`src/rtl/text_console_pkg.sv`:
```
// Shared definitions for the text console writer and the pixel generator decode.
package text_console_pkg;

  localparam int COLS  = 80;
  localparam int ROWS  = 60;
  localparam int COL_W = 7;
  localparam int ROW_W = 6;

  // Control codes handled by the writer; everything else prints.
  localparam logic [7:0] CR    = 8'h0D;
  localparam logic [7:0] LF    = 8'h0A;
  localparam logic [7:0] BS    = 8'h08;
  localparam logic [7:0] FF    = 8'h0C;
  localparam logic [7:0] SPACE = 8'h20;

  // Attribute byte layout {blink, bg[2:0], fg[3:0]}; the RAM word is {attr, code}.
  localparam int ATTR_FG_LSB = 0;
  localparam int ATTR_FG_W   = 4;
  localparam int ATTR_BG_LSB = 4;
  localparam int ATTR_BG_W   = 3;
  localparam int ATTR_BLINK  = 7;
  localparam int WORD_ATTR_LSB = 8;

  typedef enum logic [1:0] {
    ST_IDLE,
    ST_EXEC,
    ST_CLEAR_LINE,
    ST_CLEAR_SCREEN
  } state_e;

  // Text RAM offset of a cell: row in the upper bits, column in the lower 7.
  function automatic logic [12:0] pack_addr(input logic [ROW_W-1:0] row,
                                            input logic [COL_W-1:0] col);
    return {row, col};
  endfunction

  // Assemble a RAM word from attribute and character code.
  function automatic logic [15:0] pack_word(input logic [7:0] attr,
                                            input logic [7:0] code);
    logic [15:0] w;
    w = '0;
    w[WORD_ATTR_LSB +: 8] = attr;
    w[7:0] = code;
    return w;
  endfunction

  function automatic logic is_ctrl(input logic [7:0] c);
    return (c == CR) || (c == LF) || (c == BS) || (c == FF);
  endfunction

endpackage

```
`src/rtl/console_cursor.sv`:
```
// Cursor position register: applies print/newline/backspace/CR/home commands.
module console_cursor
  import text_console_pkg::*;
#(
  parameter int COLS = 80,
  parameter int ROWS = 60
) (
  input  logic             clk,
  input  logic             reset,
  input  logic             adv,           // printed a character
  input  logic             nl,            // line feed
  input  logic             bs,            // backspace
  input  logic             cr,            // carriage return
  input  logic             home,          // form feed
  output logic [ROW_W-1:0] row,
  output logic [COL_W-1:0] col,
  output logic [ROW_W-1:0] row_adv,       // row after an advance, with wrap to 0
  output logic             wrap_pending   // next print wraps to a new line
);

  logic [ROW_W-1:0] row_nxt;
  logic [COL_W-1:0] col_nxt;
  logic             last_col;
  logic             last_row;

  assign last_col     = (col == COL_W'(COLS - 1));
  assign last_row     = (row == ROW_W'(ROWS - 1));
  assign row_adv      = last_row ? '0 : row + ROW_W'(1);
  assign wrap_pending = last_col;

  // Next cursor position from the command strobes (at most one is active).
  always_comb begin
    row_nxt = row;
    col_nxt = col;
    if (home) begin
      row_nxt = '0;
      col_nxt = '0;
    end else if (nl || (adv && last_col)) begin
      row_nxt = row_adv;
      col_nxt = '0;
    end else if (adv) begin
      col_nxt = col + COL_W'(1);
    end else if (cr) begin
      col_nxt = '0;
    end else if (bs) begin
      if (col != '0) begin
        col_nxt = col - COL_W'(1);
      end else if (row != '0) begin
        row_nxt = row - ROW_W'(1);
        col_nxt = COL_W'(COLS - 1);
      end
    end
  end

  // Cursor state register.
  always_ff @(posedge clk) begin
    if (reset) begin
      row <= '0;
      col <= '0;
    end else begin
      row <= row_nxt;
      col <= col_nxt;
    end
  end

endmodule

```
`src/rtl/text_console_writer.sv`:
```
// Character stream to text RAM writer with cursor, control codes and clears.
module text_console_writer
  import text_console_pkg::*;
#(
  parameter int          COLS       = 80,
  parameter int          ROWS       = 60,
  parameter logic [14:0] ADDR_TEXT  = 15'd0,
  parameter logic [7:0]  RESET_ATTR = 8'h0F
) (
  input  logic        clk,
  input  logic        reset,
  input  logic        char_valid,
  input  logic [7:0]  char_data,
  output logic        char_ready,
  input  logic        attr_we,
  input  logic [7:0]  attr_data,
  output logic        wr_en,
  output logic [14:0] wr_addr,
  output logic [15:0] wr_data,
  output logic [6:0]  cursor_col,
  output logic [5:0]  cursor_row,
  output logic        busy
);

  state_e           state, state_nxt;
  logic [7:0]       code_q;
  logic [7:0]       attr, attr_eff;
  logic [7:0]       clr_attr, clr_attr_n;
  logic [ROW_W-1:0] clr_row, clr_row_n;
  logic [COL_W-1:0] clr_col, clr_col_n;
  logic             clr_done, clr_done_n;

  logic             take;
  logic             wr_en_n;
  logic [14:0]      wr_addr_n;
  logic [15:0]      wr_data_n;

  // Clear-word issue request, shared by clear entry (EXEC) and the clear states.
  logic             iss, iss_screen, iss_last_col;
  logic [ROW_W-1:0] iss_row;
  logic [COL_W-1:0] iss_col;
  logic [7:0]       iss_attr;

  logic             c_adv, c_nl, c_bs, c_cr, c_home;
  logic [ROW_W-1:0] cur_row, row_adv;
  logic [COL_W-1:0] cur_col;
  logic             wrap_pending;

  // A same-cycle attr_we is seen by the character transferred in that cycle.
  assign attr_eff = attr_we ? attr_data : attr;

  console_cursor #(.COLS(COLS), .ROWS(ROWS)) u_cursor (
    .clk          (clk),
    .reset        (reset),
    .adv          (c_adv),
    .nl           (c_nl),
    .bs           (c_bs),
    .cr           (c_cr),
    .home         (c_home),
    .row          (cur_row),
    .col          (cur_col),
    .row_adv      (row_adv),
    .wrap_pending (wrap_pending)
  );

  // Next state, cursor commands and the next registered write.
  always_comb begin
    state_nxt    = state;
    take         = 1'b0;
    c_adv        = 1'b0;
    c_nl         = 1'b0;
    c_bs         = 1'b0;
    c_cr         = 1'b0;
    c_home       = 1'b0;
    wr_en_n      = 1'b0;
    wr_addr_n    = wr_addr;
    wr_data_n    = wr_data;
    iss          = 1'b0;
    iss_screen   = 1'b0;
    iss_row      = clr_row;
    iss_col      = clr_col;
    iss_attr     = clr_attr;
    iss_last_col = 1'b0;
    clr_attr_n   = clr_attr;
    clr_row_n    = clr_row;
    clr_col_n    = clr_col;
    clr_done_n   = clr_done;

    case (state)
      ST_IDLE: begin
        if (char_valid) begin
          take      = 1'b1;
          state_nxt = ST_EXEC;
          // The print write is registered here so it is on the bus during EXEC.
          if (!is_ctrl(char_data)) begin
            wr_en_n   = 1'b1;
            wr_addr_n = ADDR_TEXT + {2'b00, pack_addr(cur_row, cur_col)};
            wr_data_n = pack_word(attr_eff, char_data);
          end
        end
      end
      ST_EXEC: begin
        state_nxt = ST_IDLE;
        case (code_q)
          CR: c_cr = 1'b1;
          BS: c_bs = 1'b1;
          LF: begin
            c_nl       = 1'b1;
            state_nxt  = ST_CLEAR_LINE;
            iss        = 1'b1;
            iss_row    = row_adv;
            iss_col    = '0;
            iss_attr   = attr_eff;
            clr_attr_n = attr_eff;
          end
          FF: begin
            c_home     = 1'b1;
            state_nxt  = ST_CLEAR_SCREEN;
            iss        = 1'b1;
            iss_screen = 1'b1;
            iss_row    = '0;
            iss_col    = '0;
            iss_attr   = attr_eff;
            clr_attr_n = attr_eff;
          end
          default: begin
            c_adv = 1'b1;
            if (wrap_pending) begin
              state_nxt  = ST_CLEAR_LINE;
              iss        = 1'b1;
              iss_row    = row_adv;
              iss_col    = '0;
              iss_attr   = attr_eff;
              clr_attr_n = attr_eff;
            end
          end
        endcase
      end
      ST_CLEAR_LINE, ST_CLEAR_SCREEN: begin
        if (clr_done) begin
          state_nxt = ST_IDLE;
        end else begin
          iss        = 1'b1;
          iss_screen = (state == ST_CLEAR_SCREEN);
        end
      end
      default: state_nxt = ST_IDLE;
    endcase

    // Issue one space word and step the clear position row-major.
    if (iss) begin
      wr_en_n      = 1'b1;
      wr_addr_n    = ADDR_TEXT + {2'b00, pack_addr(iss_row, iss_col)};
      wr_data_n    = pack_word(iss_attr, SPACE);
      iss_last_col = (iss_col == COL_W'(COLS - 1));
      if (iss_last_col) begin
        clr_col_n = '0;
        clr_row_n = iss_row + ROW_W'(1);
      end else begin
        clr_col_n = iss_col + COL_W'(1);
        clr_row_n = iss_row;
      end
      clr_done_n = iss_last_col && (!iss_screen || (iss_row == ROW_W'(ROWS - 1)));
    end
  end

  // Registered state, attribute, clear counters and all outputs.
  always_ff @(posedge clk) begin
    if (reset) begin
      state      <= ST_IDLE;
      code_q     <= '0;
      attr       <= RESET_ATTR;
      clr_attr   <= '0;
      clr_row    <= '0;
      clr_col    <= '0;
      clr_done   <= 1'b0;
      wr_en      <= 1'b0;
      wr_addr    <= '0;
      wr_data    <= '0;
      char_ready <= 1'b1;
      busy       <= 1'b0;
      cursor_col <= '0;
      cursor_row <= '0;
    end else begin
      state      <= state_nxt;
      if (take) code_q <= char_data;
      attr       <= attr_eff;
      clr_attr   <= clr_attr_n;
      clr_row    <= clr_row_n;
      clr_col    <= clr_col_n;
      clr_done   <= clr_done_n;
      wr_en      <= wr_en_n;
      wr_addr    <= wr_addr_n;
      wr_data    <= wr_data_n;
      char_ready <= (state_nxt == ST_IDLE);
      busy       <= (state_nxt != ST_IDLE);
      cursor_col <= cur_col;
      cursor_row <= cur_row;
    end
  end

endmodule
```
`config.mk`:
```
export PLATFORM = sky130hd
export DESIGN_NAME = text_console_writer
export DESIGN_NICKNAME = d
export VERILOG_FILES = /design/src/rtl/text_console_pkg.sv /design/src/rtl/console_cursor.sv /design/src/rtl/text_console_writer.sv
export SDC_FILE = /design/constraint.sdc
export NUM_CORES = 1
export LEC_CHECK = 0
export CAP_MARGIN = 20
export CORE_MARGIN = 2
export CORE_UTILIZATION = 59
export CTS_CLUSTER_SIZE = 24
export DETAILED_ROUTE_END_ITERATION = 12
export GPL_TIMING_DRIVEN = 0
export PLACE_DENSITY = 0.85
export SLEW_MARGIN = 15
export SYNTH_ARGS = -nofsm -noshare
export SYNTH_HDL_FRONTEND = slang
export SYNTH_SLANG_ARGS = --single-unit
```
`constraint.sdc`:
```
create_clock -name clk -period 5.9 [get_ports clk]
set_input_delay 1.18 -clock clk [delete_from_list [all_inputs] [get_ports clk]]
set_output_delay 1.18 -clock clk [all_outputs]
set_load 0.03 [all_outputs]
```
==> results.sh <==
export IMPL_initial_utilization_pct=61.5
export IMPL_crit_path_max_fanout=10
export IMPL_wirelength_mm=13.3
export IMPL_crit_slowest_cell="a21boi_2"
export IMPL_max_freq_mhz=264
export IMPL_core_area_sq_um=7770
export IMPL_async_reset_ff_share_pct=0
export IMPL_final_setup_tns_ns=0
export IMPL_synthTopCellsByArea="dfxtp_1 (41%), a21oi_1 (7.0%), nand2_1 (5.6%)"
export IMPL_postCtsSetupBuffers=0
export IMPL_dr_total_vias=4604
export IMPL_synth_cells=562
export IMPL_grt_remaining_overflow=0
export IMPL_diodes=0
export IMPL_startpoint="code_q[7]"
export IMPL_ys_ff_latch=98
export IMPL_syn_area_sq_um=4770
export IMPL_start_kind="flop"
export IMPL_io_buffers=63
export IMPL_rows=32
export IMPL_postCtsHoldBufs=0
export IMPL_die_w_um=94.0
export IMPL_crit_type="reg -> reg"
export IMPL_cts_path_max_buffers=2
export IMPL_vdd_drop_max_v=0.000182
export IMPL_cts_resized=0
export IMPL_num_io_pins=67
export IMPL_drive_above_1_share_pct=10.1
export IMPL_path_clk_slew_ns=0.10
export IMPL_synth_edff_count=0
export IMPL_syn_to_final_growth_pct=20.1
export IMPL_first_pass_iters=5
export IMPL_drt_iter0_drc=310
export IMPL_leakage_nw=2.03
export IMPL_rsz0062_at_grt="false"
export IMPL_maxCapViolations=0
export IMPL_worst_slew_pin_slew_ns=0.693
export IMPL_antenna_found_initial=0
export IMPL_synth_area_leader_cell="dfxtp_1"
export IMPL_multi_input_area_sq_um=2590
export IMPL_worstPathRequired_ns=6.20
export IMPL_setup_viol=0
export IMPL_final_min_clock_period_ns=3.79
export IMPL_clock_latency_ns=0.37
export IMPL_grt_pass1_vias=4376
export IMPL_tritoncts="yes"
export IMPL_grt_pass1_wl_mm=21.9
export IMPL_timing_slew_headroom_pct=53.8
export IMPL_drt_vias_per_instance=6.19
export IMPL_synth_area_per_cell_sq_um=8.50
export IMPL_cp_end_kind="flop"
export IMPL_ant_nets=0
export IMPL_yosys_area_share_simple_pct=24.8
export IMPL_cts_num_sinks=98
export IMPL_cts_made_buffers=9
export IMPL_grt_max_degree=20
export IMPL_yosysUniqueCellTypes=71
export IMPL_cp_slowest_stage_delay_ns=0.47
export IMPL_fillers=593
export IMPL_synth_top_area_share_pct=41.1
export IMPL_fin_util_pct=73.8
export IMPL_fin_crit_sh_pct=64.2
export IMPL_finalClockSkew_ns=0.0117
export IMPL_worstReg2RegStart="code_q[7]"
export IMPL_hold_start="wr_data[7]"
export IMPL_finalMaxSlewViolations=0
export IMPL_track_usage_pct=31.6
export IMPL_drc=0
export IMPL_worst_hold_path_type="reg -> reg"
export IMPL_path_cells="or3_4 -> nor4_4 -> o22ai_2 -> nand2_1 -> buf_4 -> and2_1 -> ha_1 -> and3_1 -> nor3b_1 -> a21boi_2 -> nand4_4 -> or4_1 -> a31oi_1"
export IMPL_die_height_um=94.0
export IMPL_regArea_sq_um=1960
export IMPL_nets=663
export IMPL_synth_fa_ha_area_share_pct=1.78
export IMPL_routedWlPerCell_um=17.9
export IMPL_synth_ff_type="dfxtp_1"
export IMPL_root_buffer="clkbuf_8"
export IMPL_yosysSeqAreaShare_pct=41.1
export IMPL_synth_compound_area_share_pct=22.4
export IMPL_p_per_area_nw_per_um2=236
export IMPL_dieArea_sq_um=8830
export IMPL_worstPathArrival_ns=4.09
export IMPL_synth_top_family_by_area="simple AND/OR/NAND/NOR gates"
export IMPL_status="finished, final reports clean"
export IMPL_muxShareOfSynthArea_pct=3.30
export IMPL_dp_hpwl_mm=9.73
export IMPL_cts_htree_levels=3
export IMPL_gp_congestion=0.995
export IMPL_ys_warn_count=0
export IMPL_synthXorXnorAreaFrac_pct=1.83
export IMPL_finalHoldViolations=0
-- final timing paths --
check,end,slack [ns],cells past startpoint
hold / removal,wr_data[7],0.46,2
setup / recovery,clr_row[5],2.11,13
setup reg to reg,clr_row[5],2.11,13
hold reg to reg,wr_data[7],0.46,2
-- cells by family after synthesis --
kind of cell | after synthesis
simple gates | 219
compound gates | 163
flops | 98
buf+inv | 49
mux | 15
xor+xnor | 10
fa+ha+maj | 7
other cells | 1
-- flip-flops by register name, indices dropped and copies added, names as in the netlist, 2 cells and up --
| name | flops |
|---|---|
| state | 2 |
| wr_data | 16 |
| cursor_col | 7 |
| u_cursor.col | 7 |
| clr_attr | 8 |
| code_q | 8 |
| clr_col | 7 |
| cursor_row | 6 |
| u_cursor.row | 6 |
| attr | 8 |
| clr_row | 6 |
| wr_addr | 13 |
-- power by group --
part	internal (W)	leakage, nW	switching [W]
logic	0.0000849	1.13	0.000135
registers	0.000685	0.797	0.0000150
clock network	0.000166	0.100	0.000266
total	0.000936	2.03	0.000416
-- placed cells by master, fill, tap and decap left out, drive strengths merged, types with 5 or more instances in the layout --
| cell type | n |
|---|---|
| nor2b | 20 |
| clkdlybuf4s50 | 63 |
| o21ai | 16 |
| o22ai | 5 |
| clkinv | 5 |
| ha | 6 |
| nor3 | 8 |
| a311oi | 7 |
| nand2b | 8 |
| dfxtp | 98 |
| and2 | 6 |
| buf | 18 |
| nand2 | 71 |
| mux2i | 9 |
| nand3 | 23 |
| or3 | 5 |
| nand4 | 10 |
| clkbuf | 32 |
| or2 | 5 |
| a21o | 6 |
| nor2 | 38 |
| a21oi | 69 |
| xor2 | 7 |
| inv | 10 |
| mux2 | 6 |
| and3 | 8 |
| a31oi | 5 |
| a22oi | 18 |
| a211oi | 8 |
-- area by class of cell --
| class | instances | area share [%] |
|---|---|---|
| buffer | 41 | 3.38 |
| clock buffer | 9 | 2.16 |
| clock inverter | 7 | 1.29 |
| inverter | 8 | 0.524 |
| multi-input combinational | 416 | 45.2 |
| sequential | 98 | 34.2 |
| tap | 102 | 2.23 |
| timing repair buffer | 63 | 11.0 |
-- synth_stat cells (4+ instances only) --
cell type and count:
and2_1 6, nor2_1 38, nand4_1 9, clkbuf_1 22, a2bb2oi_1 4, inv_1 8, nand3_1 20, a311oi_1 7
nor2b_1 20, dfxtp_1 98, a21o_1 6, o21ai_0 15, buf_2 10, mux2i_1 9, nand2_1 71, o211ai_1 4
nand2b_1 8, mux2_2 6, buf_4 5, ha_1 6, nor3_1 7, a22oi_1 18, and3_1 7, or3_1 4
a21oi_1 67, or2_2 5, a31oi_1 5, xor2_1 7, o22ai_1 4, a211oi_1 7
-- worst max-delay path: cells and delay by family, from the launching register on --
family	cells	cell delay, ns
AO/OA/AOI/OAI	3	0.87
adder cells (fa/ha/maj)	1	0.19
buffers and inverters	1	0.18
flip-flops	1	0.34
AND/OR/NAND/NOR	8	2.12
-- per-stage QoR --
stage               instance area [sq um]  worst slack, ns  instances  total power, W  hold slack, ns
CTS                                  5730             2.16        744         0.00135           0.462
finish                               5730             2.11        744         0.00135           0.459
global placement                     5540             2.30        728        0.000926           0.443
detailed placement                   5540             2.21        728        0.000931           0.449
global route                         5730             1.85        744         0.00140           0.481
floorplan                            4780             2.70        563        0.000855           0.429
-- layer usage --
layer  wire length [um]  up-vias  global-route usage [%]  share of wire, %
li1                   -     2171                       -                 -
met1               5930     2224                    42.8                45
met2               6330      187                    51.5                48
met3                839       22                    4.41               6.3
met4                221        0                    11.1               1.7
met5                  0        -                       0                 0
Note: power is estimated with default switching activity, not from simulation.
